===== config.mk =====
export PLATFORM = sky130hd
export DESIGN_NAME = mlp_controller
export DESIGN_NICKNAME = d
export VERILOG_FILES = /design/src/rtl/mlp_controller.sv
export SDC_FILE = /design/constraint.sdc
export NUM_CORES = 1
export LEC_CHECK = 0
export BUFFER_PORTS_ARGS = -buffer_cell sky130_fd_sc_hd__buf_4
export CAP_MARGIN = 5
export CORE_AREA = 8 8 65 56
export DETAILED_ROUTE_END_ITERATION = 12
export DIE_AREA = 0 0 73 64
export PLACE_DENSITY = 0.76
export SYNTH_ARGS = -nofsm -noshare
export SYNTH_HDL_FRONTEND = slang
export SYNTH_SLANG_ARGS = --single-unit
export TNS_END_PERCENT = 10

===== constraint.sdc =====
create_clock -name clk -period 2.4 [get_ports clk]
set_clock_uncertainty 0.05 [all_clocks]
set_input_delay 0.48 -clock clk [delete_from_list [all_inputs] [get_ports clk]]
set_output_delay 0.48 -clock clk [all_outputs]
set_load 0.02 [all_outputs]

===== src/rtl/mlp_controller.sv =====
// mlp_controller: sequences the MLP datapath through one inference.
// It runs three hidden-layer passes of input_size neurons each, then one
// output-layer pass, and finally captures the label from the datapath.
// All outputs are registered: the next-state logic also computes the
// outputs for the next state, and one register stage holds both.
// Optional build macro MLP_CTRL_PERF_EN adds the inference_count and
// last_latency outputs. Core timing is the same with or without it.
//
// state | meaning
// IDLE  | waiting for start, curr_layer = 0
// LOAD  | data_ld strobe latches the input sample
// EVAL  | curr_layer held for settle_cycles while the PUs settle
// WRITE | ld_en group of the current hidden layer loads its results
// LATCH | curr_layer = 3, label_in captured at the end of this cycle
// DONE  | one-cycle done pulse, label valid
module mlp_controller #(
    parameter int input_size                 = 10,
    parameter int size_of_hidden_layer       = 30,
    parameter int clog2_size_of_output_layer = 4,
    parameter int settle_cycles              = 2
) (
    input  logic                                  clk,
    input  logic                                  rst,
    input  logic                                  start,
    input  logic [clog2_size_of_output_layer-1:0] label_in,
    output logic                                  busy,
    output logic                                  data_ld,
    output logic [1:0]                            curr_layer,
    output logic [size_of_hidden_layer-1:0]       ld_en,
    output logic [clog2_size_of_output_layer-1:0] label,
    output logic                                  done
`ifdef MLP_CTRL_PERF_EN
    ,
    output logic [15:0]                           inference_count,
    output logic [7:0]                            last_latency
`endif
);

    typedef enum logic [2:0] {
        IDLE  = 3'd0,
        LOAD  = 3'd1,
        EVAL  = 3'd2,
        WRITE = 3'd3,
        LATCH = 3'd4,
        DONE  = 3'd5
    } state_t;

    state_t state_q, state_d;
    logic [1:0] layer_q, layer_d;
    logic [3:0] cnt_q, cnt_d;

    logic                                  busy_d;
    logic                                  data_ld_d;
    logic [1:0]                            curr_layer_d;
    logic [size_of_hidden_layer-1:0]       ld_en_d;
    logic [clog2_size_of_output_layer-1:0] label_d;
    logic                                  done_d;

    // Next state, layer/settle counters and label capture.
    always_comb begin
        state_d = state_q;
        layer_d = layer_q;
        cnt_d   = cnt_q;
        label_d = label;
        case (state_q)
            IDLE: begin
                if (start) state_d = LOAD;
            end
            LOAD: begin
                state_d = EVAL;
                layer_d = 2'd0;
                cnt_d   = 4'd0;
            end
            EVAL: begin
                if (cnt_q == 4'(settle_cycles - 1)) begin
                    cnt_d   = 4'd0;
                    state_d = (layer_q < 2'd3) ? WRITE : LATCH;
                end else begin
                    cnt_d = cnt_q + 4'd1;
                end
            end
            WRITE: begin
                state_d = EVAL;
                layer_d = layer_q + 2'd1;
                cnt_d   = 4'd0;
            end
            LATCH: begin
                label_d = label_in;
                state_d = DONE;
            end
            DONE: begin
                state_d = IDLE;
                layer_d = 2'd0;
            end
            default: begin
                state_d = IDLE;
                layer_d = 2'd0;
                cnt_d   = 4'd0;
            end
        endcase
    end

    // Moore outputs decoded from the next state so they can be registered.
    always_comb begin
        busy_d       = (state_d != IDLE);
        data_ld_d    = (state_d == LOAD);
        done_d       = (state_d == DONE);
        curr_layer_d = 2'd0;
        ld_en_d      = '0;
        case (state_d)
            EVAL, WRITE: curr_layer_d = layer_d;
            LATCH, DONE: curr_layer_d = 2'd3;
            default:     curr_layer_d = 2'd0;
        endcase
        for (int g = 0; g < 3; g++) begin
            ld_en_d[g*input_size +: input_size] =
                {input_size{(state_d == WRITE) && (layer_d == 2'(g))}};
        end
    end

    // State, counters and registered outputs.
    always_ff @(posedge clk) begin
        if (rst) begin
            state_q    <= IDLE;
            layer_q    <= 2'd0;
            cnt_q      <= 4'd0;
            busy       <= 1'b0;
            data_ld    <= 1'b0;
            curr_layer <= 2'd0;
            ld_en      <= '0;
            label      <= '0;
            done       <= 1'b0;
        end else begin
            state_q    <= state_d;
            layer_q    <= layer_d;
            cnt_q      <= cnt_d;
            busy       <= busy_d;
            data_ld    <= data_ld_d;
            curr_layer <= curr_layer_d;
            ld_en      <= ld_en_d;
            label      <= label_d;
            done       <= done_d;
        end
    end

`ifdef MLP_CTRL_PERF_EN
    logic [7:0]  lat_q, lat_d;
    logic [15:0] inference_count_d;
    logic [7:0]  last_latency_d;

    // lat_q counts the cycles of the current inference, LOAD = 1.
    // Results are loaded on entry to DONE so they are valid with done.
    always_comb begin
        lat_d             = lat_q;
        inference_count_d = inference_count;
        last_latency_d    = last_latency;
        if (state_d == LOAD) begin
            lat_d = 8'd1;
        end else if (busy && (lat_q != 8'hFF)) begin
            lat_d = lat_q + 8'd1;
        end
        if (state_d == DONE) begin
            inference_count_d = inference_count + 16'd1;
            last_latency_d    = (lat_q == 8'hFF) ? 8'hFF : lat_q + 8'd1;
        end
    end

    // Performance counter registers.
    always_ff @(posedge clk) begin
        if (rst) begin
            lat_q           <= 8'd0;
            inference_count <= 16'd0;
            last_latency    <= 8'd0;
        end else begin
            lat_q           <= lat_d;
            inference_count <= inference_count_d;
            last_latency    <= last_latency_d;
        end
    end
`endif

endmodule


# Yosys cells after proc, flatten, opt, wreduce, memory -nomap -nowiden
# Cells that the tools add are included.
# op_classes
n_addsub,2
n_lt_le_gt_ge,1
n_eq_ne,13
mux,8
n_reduce_logical,11
# op_table
cell,n
$eq A3 B2 Y1 const B,4
$eq A3 B3 Y1 const B,4
$pmux W3 S4,1
$mux W3,3
$pmux W2 S2,2
$pmux W4 S2,1
$eq A3 B1 Y1 const B,2
$reduce_or A2 Y1,3
$reduce_or A3 Y1,2
$add A4 B1 Y4 const B,1
$eq A4 B1 Y1 const B,1
$mux W4,1
$logic_and A1 B1 Y1,3
$logic_not A3 Y1,1
$reduce_bool A3 Y1,1
$add A2 B1 Y2 const B,1
$eq A2 B1 Y1 const B,1
$eq A2 B2 Y1 const B,1
$logic_not A2 Y1,1
$lt A2 B2 Y1 const B,1
# totals
register_bits,39
input_bits,7
output_inout_bits,39
wordCells,44

# Logic depth before layout (Yosys ltp)
# Gate-level depths: netlist (run 1).
# depth
ltp_word,7
depth_mapped,5

# Least setup slack after synthesis (run 1)
# Ideal clock, no wire load.
# synth_timing
path_type,register to register
start,register cnt_q[0]
end,register ld_en[9]
t_arrival_ps,1543
required_ps,2263
slack_ps,719
path_stages_with_launch,5
synth_period_minus_slack_ps,1681
path_cell_list,dfxtp_1 ha_1 or3b_4 or4_4 nor4b_2
# synth_between
elab_chain_len,5
# synth_rtl
item,line,text
start: declaration,50,"logic [3:0] cnt_q, cnt_d;"
start signal: assignment,136,cnt_q <= cnt_d;
$eq A4 B1 Y1,75,if (cnt_q == 4'(settle_cycles - 1)) begin
$mux W3,75,
$pmux W3 S4,65,case (state_q)
$eq A3 B2 Y1,117,{input_size{(state_d == WRITE) && (layer_d == 2'(g))}};
$logic_and A1 B1 Y1,117,
end signal: assignment,140,ld_en <= ld_en_d;
end: declaration,29,"output logic [size_of_hidden_layer-1:0] ld_en,"
# No other way between the ends.
# A chain may end at the register's enable or synchronous reset.

# Final worst setup path (run 1)
# layout_timing
start,register cnt_q[0]
end,"register, netlist name ld_en[20]"
# layout_between
elab_chain_len,5
# layout_rtl
item,line
$eq A4 B1 Y1,75
$mux W3,75
$pmux W3 S4,65
$eq A3 B2 Y1,117
$logic_and A1 B1 Y1,117
# No other way between the ends.

==> qor.txt, run 1 <==
outcome: complete, no violations
DRC Markers: 0
first-pass GRT wire length: 3.905 mm
unrepaired setup endpoints after global routing: false
Antenna diodes: 0
Hold WS: 0.3671 ns
Core Region: 2616 sq um
CP max stage delay: 0.47 ns
share of cells above drive strength 1: 0.3916
cells along the critical path: ha_1, or3b_4, or4_4, nor4_2
std cell rows: 17
maximum clock frequency: 554.2 MHz
leakage: 0.5799 nW
worst min-delay path class: primary input to flip-flop
Mapped Nets: 137
cts hold-fix bufs: 0
largest net degree at the start of global routing: 18
Synth top area share: 0.3660
clock transition at the registers of the reported paths: 0.11 ns
via count of the first global-routing pass: 878
final hold vios: 0
CTS Buf Count: 3
worst-skew pair later-pin latency: 0.29 ns
hpwl dp: 1.932 mm
largest family of logic cells by synthesized area: simple AND/OR/NAND/NOR gates
CP Class: flip-flop to flip-flop
DIE AREA: 4672 sq um
number of synthesized flops with an enable pin: 0
initial antenna violation count: 0
CTS root buf: clkbuf_4
Syn Inst Count: 127
# IOs: 46
GRT Total Usage: 0.09943
CTS tree: done
grt total ovfl: 0
Critical Path Fanout Max: 5
initial core utilization: 0.4390
vias per inst: 5.039
Placement Setup Slack: 0.6112 ns
fin. max-slew vios: 0
Finish-stage setup viols: 0
compound-cell area share of the yosys netlist: 0.1024
DRT iter0 DRCs: 44
Synth Area in Simple Gates: 0.2462
Routed wire per std cell: 13.60 microns
max_cap viols: 0
Worst EP arrival: 1.97 ns
PortBufs: 45
Synth area leader: dfxtp_1
Resized cells post-CTS: 0
Main synth FF type: dfxtp_1
synth unique cells: 36
critical path's slowest cell: or4_4
Synth Area in Adders: 0.03268
Avg Inst Size Synth: 9.044 sq um
required time worst endpoint: 2.57 ns
Pre-antenna DRT Iters: 4
pwr/cell area: 454.3 nW/um^2
mux contribution to synthesized area: 0.03486
final WL: 2.461 mm
setup_tns: 0 ns
vias: 912
CP Launch Type: flip-flop
Die Span Y: 64 microns
Critical Path End Type: flip-flop
synthesized cell area: 1149 sq um
post-CTS setup buffer count: 0
post-synthesis sequential area ratio: 0.3660
Tot Pwr: 605.3 uW
Longest Clk Path Bufs: 2
nets: 154
slew margin rel.: 0.6445
Synth Warn #: 0
Final min period: 1.804 ns
Post-Synth XOR/XNOR Area: 0
Routed Antenna Nets: 0
dpl cell area: 1306 sq um
design area: 1333 sq um
period utilization: 0.7518
Worst IR Drop VDD: 0.3285 mV
H-tree levels: 1
Worst-Margin Slew: 0.5325 ns
setup ws final: 0.5957 ns
die span in x: 73 microns
gpl congestion: 0.8550
synth-to-layout area growth: 16.01%
ys async rst share: 0
Area contributors post-synth: dfxtp_1 (37%), buf_4 (18%), mux2i_1 (3.5%)
#FFs+latches synth: 21
Num Clock Sinks: 21
==> kinds of logic after synthesis <==
family          Yosys count
compound gates           18
flops                    21
fa+ha+maj                 3
mux                       4
simple gates             42
buf+inv                  39
==> per-stage QoR <==
stage,utilization,instances
after floorplan,-,127
after global placement,0.4993,177
after detailed placement,0.4993,177
after CTS,0.5093,181
after global routing,0.5093,181
final,0.5093,181
==> layer usage <==
metal | vias to the layer above | track usage | wire length (microns)
li1 | 446 | - | -
met1 | 413 | 0.1128 | 1019
met2 | 53 | 0.1538 | 1027
met3 | 0 | 0.07321 | 414
met4 | 0 | 0.004988 | 0
met5 | - | 0 | 0
==> cells in the mapped netlist (2+ instances only) <==
master,instances
buf_2,2
inv_1,6
nor4_2,2
mux2i_1,4
nor3b_1,3
o21ai_0,4
dfxtp_1,21
a21oi_1,4
nand2_1,4
ha_1,3
nor2b_1,3
nor3_1,2
nor2_1,9
a211oi_1,3
nand3_1,2
clkbuf_1,4
buf_4,27
nand3b_1,3
nor4_1,2
o211ai_1,3
==> registers in the layout, indices dropped and copies added, names as in the netlist <==
name / flops
state_q: 3
curr_layer: 2
cnt_q: 4
layer_q: 2
label: 4
done: 1
busy: 1
data_ld: 1
ld_en: 3
==> cell type report <==
cell class / instances / area (sq um)
Sequential cell: 21 / 420.4
Tap cell: 38 / 47.55
Clock buffer: 4 / 26.28
Inverter: 6 / 22.52
Timing Repair Buffer: 45 / 337.8
Fill cell: 247 / 1284
Multi-Input combinational cell: 67 / 478.0
==> worst max-delay path, delay by kind of cell, from the launching register on <==
kind / cells / cell delay, ns
simple gates: 3 / 1.08
flops: 1 / 0.41
fa+ha+maj: 1 / 0.18
==> where the power goes <==
part	internal (mW)	total, mW	switching, mW	leakage, nW
registers	0.358	0.374	0.0165	0.170
logic	0.0310	0.0677	0.0367	0.395
clock network	0.0647	0.163	0.0987	0.0150
==> final timing paths <==
path	cells after the start	slack, ns	endpoint	from
hold reg to reg	2	0.46	label[3]$_SDFFE_PP0N_	label[3]$_SDFFE_PP0N_
hold / removal	3	0.37	label[2]$_SDFFE_PP0N_	label_in[2]
setup / recovery	4	0.60	ld_en[20]$_SDFF_PP0_	cnt_q[0]$_SDFFE_PP0N_
setup reg to reg	4	0.60	ld_en[20]$_SDFF_PP0_	cnt_q[0]$_SDFFE_PP0N_
==> layout by cell type, fill, tap and decap left out, types with 2 or more instances in the layout <==
cell | netlist | routed
nor3b_1 | 3 | 3
a211oi_1 | 3 | 3
o211ai_1 | 3 | 3
nor4_1 | 2 | 2
nor3_1 | 2 | 2
clkbuf_4 | 0 | 3
nand3_1 | 2 | 2
mux2i_1 | 4 | 4
dfxtp_1 | 21 | 21
buf_4 | 27 | 45
a21oi_1 | 4 | 4
nand2_1 | 4 | 4
nor2b_1 | 3 | 3
o21ai_0 | 4 | 4
nor4_2 | 2 | 2
nor2_1 | 9 | 9
ha_1 | 3 | 3
nand3b_1 | 3 | 3
inv_1 | 6 | 6
(Power assumes the default switching activity.)
==> run 2: changes to the inputs <==
--- a/config.mk
+++ b/config.mk
@@ -5,6 +5,7 @@
 export SDC_FILE = /design/constraint.sdc
 export NUM_CORES = 1
 export LEC_CHECK = 0
+export ABC_AREA = 1
 export BUFFER_PORTS_ARGS = -buffer_cell sky130_fd_sc_hd__buf_4
 export CAP_MARGIN = 5
 export CORE_AREA = 8 8 65 56
==> constraint.sdc (replaced) <==
create_clock -name clk -period 1.7 [get_ports clk]
set_clock_uncertainty 0.05 [all_clocks]
set_input_delay 0.34 -clock clk [delete_from_list [all_inputs] [get_ports clk]]
set_output_delay 0.34 -clock clk [all_outputs]
set_load 0.02 [all_outputs]
==> run 2 against run 1 <==
Net effect:
- non-clock buffer count stayed put
- global-route usage is 0.81 points higher
- sequential share of layout area is 0.52 points lower
- sequential power is 39% higher
- register-to-register slack worse by 0.25 ns
- core utilization is 0.86 points higher
- routed wire length is 1.2% lower
- combinational power is 130% higher
- critical path depth is 3 lower
==> qor.txt, run 2 <==
Finish-stage setup viols: 0
synth-to-layout area growth: 17.85%
CP delay by family, top: flip-flops
CP bufs+invs: 1
post-synthesis sequential area ratio: 0.3656
die span in x: 73 microns
slack of the worst reg-to-reg path: 0.35 ns
required time worst endpoint: 1.31 ns
initial antenna violation count: 0
share of cells above drive strength 1: 0.4606
Synth Warn #: 0
largest net degree at the start of global routing: 13
Core Region: 2616 sq um
initial core utilization: 0.4395
CP max stage delay: 0.51 ns
synth unique cells: 24
Critical Path End Type: output port
ys async rst share: 0
most frequent cells in the layout: buf_4 (45), dfxtp_1 (21), nor2_1 (20)
pwr/cell area: 673.2 nW/um^2
# IOs: 46
CTS Buf Count: 3
Routed Antenna Nets: 0
most instantiated library cell after synthesis: buf_4
cells along the critical path: buf_4
via count of the first global-routing pass: 900
DIE AREA: 4672 sq um
final hold vios: 0
maximum clock frequency: 713.4 MHz
nets: 176
Syn Inst Count: 144
dpl cell area: 1328 sq um
Crit. path cell count: 1
PortBufs: 45
design area: 1355 sq um
most common cell after layout, fill and taps aside: buf_4
vias per inst: 4.345
critical path's slowest cell: dfxtp_1
fin. max-slew vios: 0
std cell rows: 17
max_cap viols: 0
period utilization: 0.8245
CTS tree: done
Final min period: 1.402 ns
Routed wire per std cell: 11.98 microns
leakage: 0.6634 nW
gpl congestion: 0.8863
hpwl dp: 1.972 mm
Antenna diodes: 0
cts hold-fix bufs: 0
Main synth FF type: dfxtp_1
Pre-antenna DRT Iters: 4
CP Launch Type: flip-flop
Synth area leader: dfxtp_1
Worst Hold Depth: 3
GRT Total Usage: 0.1076
worst-skew pair later-pin latency: 0.30 ns
clock transition at the registers of the reported paths: 0.12 ns
Synth top area share: 0.3656
fillcell total: 242
Critical Path Fanout Max: 10
Worst EP arrival: 1.01 ns
Area contributors post-synth: dfxtp_1 (37%), buf_4 (18%), nor2_1 (6.5%)
DRC Markers: 0
setup_tns: 0 ns
commonest cells in the netlist: buf_4 (27), dfxtp_1 (21), nor2_1 (20)
Worst-Margin Slew: 0.2982 ns
Longest Clk Path Bufs: 2
setup ws final: 0.2983 ns
worst min-delay path class: primary input to flip-flop
grt total ovfl: 0
Resized cells post-CTS: 0
vias: 882
Die Span Y: 64 microns
Mapped Nets: 154
slew margin rel.: 0.8003
final WL: 2.431 mm
R2R depth: 7
unrepaired setup endpoints after global routing: false
Avg Inst Size Synth: 7.985 sq um
post-CTS setup buffer count: 0
CTS root buf: clkbuf_4
CP Class: flip-flop to output port
Tot Pwr: 912.3 uW
outcome: complete, no violations
#FFs+latches synth: 21
top flop regs: cnt_q (4), label (4)
Worst IR Drop VDD: 0.5038 mV
H-tree levels: 1
first-pass GRT wire length: 4.077 mm
number of synthesized flops with an enable pin: 0
Placement Setup Slack: 0.3821 ns
Num Clock Sinks: 21
synthesized cell area: 1150 sq um
DRT iter0 DRCs: 18
[run 2: cell count changes in the layout (fill, tap and decap cells not counted), moves of 4 or more]
cell     before  now
mux2i_1       4    0
nand2_2       0    8
nor2_2        0    4
nor2_1        9   20
nand3_1       2    6
nand2_1       4   18
[run 2: tightest hold or removal path, delay by kind of cell]
family	cells	cell delay (ns)
AND/OR/NAND/NOR	2	0.11
buffers and inverters	1	0.08
[run 2: path summary, 6_finish.rpt]
path | to | startpoint
hold reg to reg | cnt_q[3]$_SDFFE_PP0N_ | cnt_q[3]$_SDFFE_PP0N_
setup / recovery | ld_en[16] | ld_en[19]$_SDFF_PP0_
setup reg to reg | ld_en[9]$_SDFF_PP0_ | cnt_q[0]$_SDFFE_PP0N_
hold / removal | label[1]$_SDFFE_PP0N_ | label_in[1]
[run 2: cell type report]
type | count | area [sq um] | area share
Multi-Input combinational cell | 81 | 465.4 | 0.3435
Inverter | 14 | 56.30 | 0.04155
Clock inverter | 1 | 5.005 | 0.003693
Clock buffer | 3 | 22.52 | 0.01662
Sequential cell | 21 | 420.4 | 0.3102
Tap cell | 38 | 47.55 | 0.03509
Timing Repair Buffer | 45 | 337.8 | 0.2493
[run 2: cell families (layout without fill, tap and decap cells)]
group / after synthesis / after routing / share of synthesized area
compound gates: 12 / 12 / 0.06747
xor+xnor: 2 / 2 / 0.01524
fa+ha+maj: 3 / 3 / 0.03265
buf+inv: 42 / 63 / 0.2296
flops: 21 / 21 / 0.3656
simple gates: 64 / 64 / 0.2894
[run 2: stage by stage]
stage | std cells | hold WS [ns] | utilization
floorplan | 144 | 0.4235 | -
global placement | 199 | 0.4363 | 0.5074
detailed placement | 199 | 0.4573 | 0.5074
CTS | 203 | 0.2073 | 0.5179
global route | 203 | 0.1951 | 0.5179
finish | 203 | 0.2092 | 0.5179
[run 2: per-layer routing]
layer / share of wire / global-route usage / up-vias
met1: 0.44 / 0.1169 / 387
met5: 0 / 0 / -
li1: - / - / 461
met4: 0.0041 / 0.05486 / 0
met2: 0.48 / 0.1806 / 32
met3: 0.069 / 0.03738 / 2
[run 2: where the power goes]
part | internal (mW) | switching [mW] | total (mW)
registers | 0.507 | 0.0138 | 0.520
logic | 0.0596 | 0.0969 | 0.157
clock network | 0.0875 | 0.148 | 0.235
